==> config.mk <==
export PLATFORM = sky130hd
export DESIGN_NAME = mem_arbiter
export DESIGN_NICKNAME = d
export VERILOG_FILES = /design/src/rtl/mem_arbiter.sv
export SDC_FILE = /design/constraint.sdc
export NUM_CORES = 1
export LEC_CHECK = 0
export CORE_AREA = 5 5 99 101
export DETAILED_ROUTE_END_ITERATION = 10
export DIE_AREA = 0 0 104 106
export PLACE_DENSITY_LB_ADDON = 0.08
export SLEW_MARGIN = 5
export SYNTH_ARGS = -nofsm -noshare
export SYNTH_HDL_FRONTEND = slang
export SYNTH_SLANG_ARGS = --single-unit
==> constraint.sdc <==
create_clock -name clk -period 1.86 [get_ports clk]
set_input_delay 0.279 -clock clk [delete_from_list [all_inputs] [get_ports clk]]
set_output_delay 0.279 -clock clk [all_outputs]
set_load 0.05 [all_outputs]
==> src/rtl/mem_arbiter.sv <==
`timescale 1ns/1ps
// mem_arbiter
//   Shares one single-ported synchronous data memory between two caches.
//   One request is latched at a time. The memory is strobed in the first
//   ACCESS cycle and the FSM then waits LAT cycles in ACCESS in total. A
//   one-cycle completion pulse follows, and the FSM then holds until the
//   served cache drops its request. Ties are broken round-robin.
//
//   Optional feature macro: MEMARB_WRITE_PRIORITY_EN
//     When defined, a tie where exactly one port requests WRITE goes to the
//     writer. Otherwise, and for ties of equal kind, round-robin applies.
//
// Ports
//   clk, reset                       clock, synchronous active-high reset
//   rwFromCacheA/B   [RW_W]          request code (01 READ, 10 WRITE, else idle)
//   addrFromCacheA/B [ADDR_W]        request address
//   dataFromCacheA/B [DATA_W]        write data
//   dataToCacheA/B   [DATA_W]        registered read data
//   rdEnToCacheA/B                   one-cycle read-complete pulse
//   wbDoneToCacheA/B                 one-cycle write-complete pulse
//   memEn, memWe                     memory strobe / write enable
//   memAddr, memWdata                memory address / write data
//   memRdata         [DATA_W]        memory read data
//   grantB                           current or last grant (0 = A, 1 = B)
module mem_arbiter #(
    parameter int ADDR_W = 16,
    parameter int DATA_W = 16,
    parameter int RW_W   = 2,
    parameter int LAT    = 3
) (
    input  logic              clk,
    input  logic              reset,
    input  logic [RW_W-1:0]   rwFromCacheA,
    input  logic [RW_W-1:0]   rwFromCacheB,
    input  logic [ADDR_W-1:0] addrFromCacheA,
    input  logic [ADDR_W-1:0] addrFromCacheB,
    input  logic [DATA_W-1:0] dataFromCacheA,
    input  logic [DATA_W-1:0] dataFromCacheB,
    output logic [DATA_W-1:0] dataToCacheA,
    output logic [DATA_W-1:0] dataToCacheB,
    output logic              rdEnToCacheA,
    output logic              rdEnToCacheB,
    output logic              wbDoneToCacheA,
    output logic              wbDoneToCacheB,
    output logic              memEn,
    output logic              memWe,
    output logic [ADDR_W-1:0] memAddr,
    output logic [DATA_W-1:0] memWdata,
    input  logic [DATA_W-1:0] memRdata,
    output logic              grantB
);

    localparam logic [RW_W-1:0] RW_READ  = RW_W'(1);
    localparam logic [RW_W-1:0] RW_WRITE = RW_W'(2);
    localparam logic [3:0]      CNT_LOAD = 4'(LAT - 1);

    typedef enum logic [1:0] {
        ST_IDLE,
        ST_ACCESS,
        ST_DONE,
        ST_HOLD
    } state_t;

    state_t              state;
    state_t              state_nxt;
    logic [3:0]          cnt;
    logic                last_grant;
    logic                grant_b;
    logic                op_wr;
    logic [ADDR_W-1:0]   addr_q;
    logic [DATA_W-1:0]   wdata_q;

    logic                req_a;
    logic                req_b;
    logic                wr_a;
    logic                wr_b;
    logic                pick_b;

    // Code 2'b11 (and anything else unknown) counts as idle.
    assign wr_a  = (rwFromCacheA == RW_WRITE);
    assign wr_b  = (rwFromCacheB == RW_WRITE);
    assign req_a = (rwFromCacheA == RW_READ) || wr_a;
    assign req_b = (rwFromCacheB == RW_READ) || wr_b;

    always_comb begin
        pick_b = req_b;
        if (req_a && req_b) begin
            pick_b = ~last_grant;
`ifdef MEMARB_WRITE_PRIORITY_EN
            if (wr_a != wr_b) begin
                pick_b = wr_b;
            end
`endif
        end
    end

    always_ff @(posedge clk) begin
        if (reset) begin
            state        <= ST_IDLE;
            cnt          <= 4'd0;
            last_grant   <= 1'b1;
            grant_b      <= 1'b0;
            op_wr        <= 1'b0;
            addr_q       <= '0;
            wdata_q      <= '0;
            dataToCacheA <= '0;
            dataToCacheB <= '0;
        end else begin
            state <= state_nxt;
            case (state)
                ST_IDLE: begin
                    if (req_a || req_b) begin
                        grant_b <= pick_b;
                        op_wr   <= pick_b ? wr_b : wr_a;
                        addr_q  <= pick_b ? addrFromCacheB : addrFromCacheA;
                        wdata_q <= pick_b ? dataFromCacheB : dataFromCacheA;
                        cnt     <= CNT_LOAD;
                    end
                end
                ST_ACCESS: begin
                    if (cnt != 4'd0) begin
                        cnt <= cnt - 4'd1;
                    end else if (!op_wr) begin
                        // memRdata has been stable since the strobe cycle (LAT >= 2).
                        if (grant_b) begin
                            dataToCacheB <= memRdata;
                        end else begin
                            dataToCacheA <= memRdata;
                        end
                    end
                end
                ST_DONE: begin
                    last_grant <= grant_b;
                end
                default: begin
                end
            endcase
        end
    end

    always_comb begin
        state_nxt      = state;
        memEn          = 1'b0;
        memWe          = 1'b0;
        rdEnToCacheA   = 1'b0;
        rdEnToCacheB   = 1'b0;
        wbDoneToCacheA = 1'b0;
        wbDoneToCacheB = 1'b0;
        case (state)
            ST_IDLE: begin
                if (req_a || req_b) begin
                    state_nxt = ST_ACCESS;
                end
            end
            ST_ACCESS: begin
                // The counter still holds its load value only in the first ACCESS cycle.
                memEn = (cnt == CNT_LOAD);
                memWe = (cnt == CNT_LOAD) && op_wr;
                if (cnt == 4'd0) begin
                    state_nxt = ST_DONE;
                end
            end
            ST_DONE: begin
                rdEnToCacheA   = !grant_b && !op_wr;
                rdEnToCacheB   =  grant_b && !op_wr;
                wbDoneToCacheA = !grant_b &&  op_wr;
                wbDoneToCacheB =  grant_b &&  op_wr;
                state_nxt      = ST_HOLD;
            end
            ST_HOLD: begin
                if (!(grant_b ? req_b : req_a)) begin
                    state_nxt = ST_IDLE;
                end
            end
            default: begin
                state_nxt = ST_IDLE;
            end
        endcase
    end

    assign memAddr  = addr_q;
    assign memWdata = wdata_q;
    assign grantB   = grant_b;

endmodule

### Word-level counts from Yosys, hierarchy flattened

Index checks and enable logic that the tools add are counted.

* register bits after elaboration: 73
* bits of input ports: 86
* output and inout port bits: 71
* logic and storage cells: 64

* add/subtract/negate cells: 1
* equal/unequal tests: 12
* muxes and demuxes: 18
* bitwise operators: 4
* reduce and logical (&&, ||, !) cells: 20

Operator list (count)
* $mux 16: 2
* $mux 1: 9
* $eq 2x2->1 const B: 4
* $mux 4: 2
* $ne 2x2->1 const B: 4
* $pmux 2 s4: 1
* $pmux 4 s2: 1
* $reduce_and 4->1: 2
* $eq 2x1->1 const B: 3
* $logic_and 1x1->1: 6
* $mux 2: 3
* $reduce_and 3->1: 2
* $eq 4x2->1 const B: 1
* $logic_not 4->1: 1
* $not 1->1: 4
* $reduce_bool 4->1: 1
* $sub 4x1->4 const B: 1
* $logic_or 1x1->1: 3
* $logic_not 1->1: 2
* $logic_not 2->1: 1
* $reduce_and 2->1: 1
* $reduce_bool 2->1: 1

### Logic depth before layout (Yosys ltp)

* depth after elaboration: 5
* mapped depth: 8
* depth with buffers taken out: 5

### Least setup slack after synthesis

OpenSTA, ideal clock, no wires.

* path kind: register -> output
* start point: register op_wr
* end point: output port memWe
* arrival: 2392 ps
* data required time: 1581 ps
* setup slack: -811 ps
* stages on the path, launching flop included: 5
* path buffers: 2
* cell sequence: dfxtp_1 -> buf_2 -> clkinv_1 -> clkbuf_1 -> nor4_1

* longest elaborated chain between the ends: 2

RTL lines
* from (decl): line 69 `logic op_wr;`
* from (signal assigned): line 114 `op_wr <= pick_b ? wr_b : wr_a;`
* $logic_and 1x1->1: line 158 `memWe = (cnt == CNT_LOAD) && op_wr;`
* $mux 1: line 149 `case (state)`
* to (decl): line 46 `output logic memWe,`

Every way passes these cells.

### Final worst setup path

* start point: input port rwFromCacheA[0]
* end point: register addr_q[6] (netlist: memAddr[6])

* longest elaborated chain between the ends: 5
* elaborated cells on any way between the ends: 8
* those cells by class: 2 x eq/ne; 2 x mux; 4 x reduce/logical

RTL lines
* from (decl): line 33 `input logic [RW_W-1:0] rwFromCacheA,`
* $eq 2x1->1 / $eq 2x2->1 (equally long branches): line 82, 80
* $logic_or 1x1->1 (*): line 82 `assign req_a = (rwFromCacheA == RW_READ) || wr_a;`
* $logic_and 1x1->1: line 87 `if (req_a && req_b) begin`
* $mux 1: line 87
* $mux 16: line 115 `addr_q <= pick_b ? addrFromCacheB : addrFromCacheA;`
* to (signal assigned): line 115
* to (decl): line 70 `logic [ADDR_W-1:0] addr_q;`

Mark *: on every way between the ends. The rest lies on a longest branch, timed or not.
A chain may end at the register's enable or synchronous reset.

==> results.ini <==
[outcome]
outcome=finished clean

[floorplan]
chipWidth_um=104
fp.dieArea_mm2=0.0110
start_util_pct=41.6
rows=35
chipHeight_um=106
core_region_area_mm2=0.00893
ios=157

[routing]
vias_per_cell=5.66
drc_errors=0
drtIter0Drc=99
vias=3855
ant_nets=0
drt-total-wl_um=11300
wl_per_cell_um=16.6
dr.pass1.iters=5

[worst_setup_path]
path_class=in2reg
critPathLaunchType=input port
worstPathCellList=clkdlybuf4s50_1 > inv_1 > ha_1 > buf_4 > a21boi_4 > buf_12 > buf_12 > nor2_1 > a311oi_1
crit_fanout=18
endpoint_kind=register
critical_path_required_ps=2110
crit_top_cell=buf_12
critical_path.slowest_cell=clkdlybuf4s50_1
critPathMaxStageDelay_ps=470
cp_data_arrival_time_ps=2060

[yosys]
synth_compound_area_share_pct=27.7
ys_ff_latch=73
yosysWarnings=0
synth_cell_types=39
syn-mean-instance-area_um2=8.93
syn_area_mm2=0.00371
synthAdderAreaFrac_pct=3.37
synthXorXnorAreaFrac_pct=0
synth_top_family_by_area=compound AO/OA/AOI/OAI gates
syn_inst=416
synthSimpleGateAreaFrac_pct=21.3
synthMuxAreaShare_pct=0.809
synth_nets=512
seq_area_frac_synth_pct=39.4

[cells_and_area]
fill_cells=760
final_cells=681
seq_area_mm2=0.00147
layout_common_cells=clkdlybuf4s50_1, dfxtp_1, nand4_1
multi_input_area_mm2=0.00205
synthToLayoutAreaGrowth_pct=57.7
antenna_cells=0
final_util_pct=65.5
layout-drive-gt1-share_pct=16.1
layout_commonest_cell=clkdlybuf4s50_1
final_nets=662

[power]
ir_drop_mv=0.647
leakage_nw=2.10
p_int_w=0.00456
power_per_cell_area_mw_per_mm2=1450
p_sw_share_pct=46.3
comb_power_share_pct=60.2
pwr-share-clk_pct=13.1
seqPwrFrac_pct=26.7
p_switching_w=0.00393
total_power_w=0.00848

[clock_network]
cts_hold_buf=0
cts_tree=built
cts-htree-levels=3
root_buffer=clkbuf_8
cts_buffers=9
cts.clk_slew.worst_paths_ps=70
worstSkewPairLatency_ps=350
cts.sinks=73
clock_path_buffers=2

[sta]
skew_ps=11.2
maxSlewHeadroom_pct=63.9
timing.final.ws_setup_ps=52.8
setup_viol=0
finalCriticalPeriod_ps=1810
hold_viol_final=0
worstMarginPinSlew_ps=540
min_period_over_period_pct=97.2
max_freq_mhz=553
whs_ps=384
final_max_slew_viol_count=0

[flow_run]
cap_violations=0

[placed_design]
dp.cells=659
place.gp.congestion=0.852
port_buffers=156
dpl.hpwl_um=8080
post-place-ws_ps=-329

[global_route]
grt_usage_pct=19.6
grt_pass1_wl_um=18200
overflow=0
grt_pass1_vias=3758
antenna_found_initial=0
grt_start_max_net_pins=39

[worst_hold_path]
min-delay-path-class=in2reg

[cell families (layout without fill, tap and decap cells)]
group,Yosys count,in the layout
mux,3,3
flops,73,73
simple gates,125,125
compound gates,143,143
fa+ha+maj,10,10
buf+inv,62,216
[power by group through the flow]
| stage | combinational (W) | sequential (W) | clock, W |
|---|---|---|---|
| floorplan | 0.00206 | 0.00334 | 0 |
| global placement | 0.00466 | 0.00227 | 0 |
| detailed placement | 0.00473 | 0.00227 | 0 |
| CTS | 0.00477 | 0.00226 | 0.00114 |
| global route | 0.00546 | 0.00233 | 0.00121 |
| finish | 0.00510 | 0.00227 | 0.00111 |
[final cells by class]
class	instances	area share [%]
multi-input combinational	281	35.0
timing repair buffer	192	34.0
sequential	73	25.0
tap	111	2.37
clock buffer	10	2.35
inverter	9	0.641
clock inverter	5	0.556
[metrics by stage]
step	TNS (ps)	area [um^2]
detailed placement	-10570	5510
finish	0	5860
global placement	-10140	5510
global route	-70.2	5860
floorplan	-238	3730
CTS	0	5700
[what timing repair did]
action                                  4_1_cts  5_1_grt
setup buffers                                 0        5
gates resized for setup                       8       12
endpoints found under the setup margin        1       25
pin swaps                                     1        8
cloned                                        0        2
[Yosys cell counts, drive strengths merged]
master    n  area, um^2
nand2     1        3.75
a221oi    1        15.0
a21boi    1        7.51
o21bai    1        7.51
nor2     35         131
nand2b    3        18.8
a311oi   33         358
nor3      1        5.00
nor2b     4        27.5
a21oi    35         175
mux2i     3        30.0
dfxtp    73        1460
inv       7        26.3
nand4bb   1        11.3
nand3     1        5.00
nor4      2        12.5
or3b     34         298
buf      19         114
o31ai    34         255
o32a      1        10.0
clkbuf   34         129
ha       10         125
o41ai     2        17.5
and3      5        32.5
clkinv    2        7.51
and3b     1        8.76
and4bb    1        12.5
a211o     1        8.76
o21ai    33         165
o31a      1        8.76
nand4    36         225
[worst max-delay path, delay by kind of cell]
family,cells,cell delay [ps]
buffers and inverters,5,980
AO/OA/AOI/OAI,2,410
adder cells (fa/ha/maj),1,330
AND/OR/NAND/NOR,1,50
[registers in the layout, indices dropped and copies added (netlist names)]
signal and count:
state 2, cnt 4, last_grant 1, op_wr 1, dataToCacheA 16, memAddr 16
dataToCacheB 16, grantB 1, memWdata 16
[worst paths after layout]
check / start / slack, ps / endpoint / depth (start not counted)
min: reset / 380 / grantB / 2
max reg2reg: cnt[1] / 210 / state[0] / 5
max: rwFromCacheA[0] / 50 / memAddr[6] / 9
min reg2reg: dataToCacheA[2] / 470 / dataToCacheA[2] / 2
[routing by layer]
layer	global-route usage [%]	wire length, um	share of wire [%]
met2	32.1	5420	48
met3	7.71	900	8.0
met5	0	0	0
met4	6.94	194	1.7
met1	23.5	4770	42
Note: power is estimated with default switching activity, not from simulation.
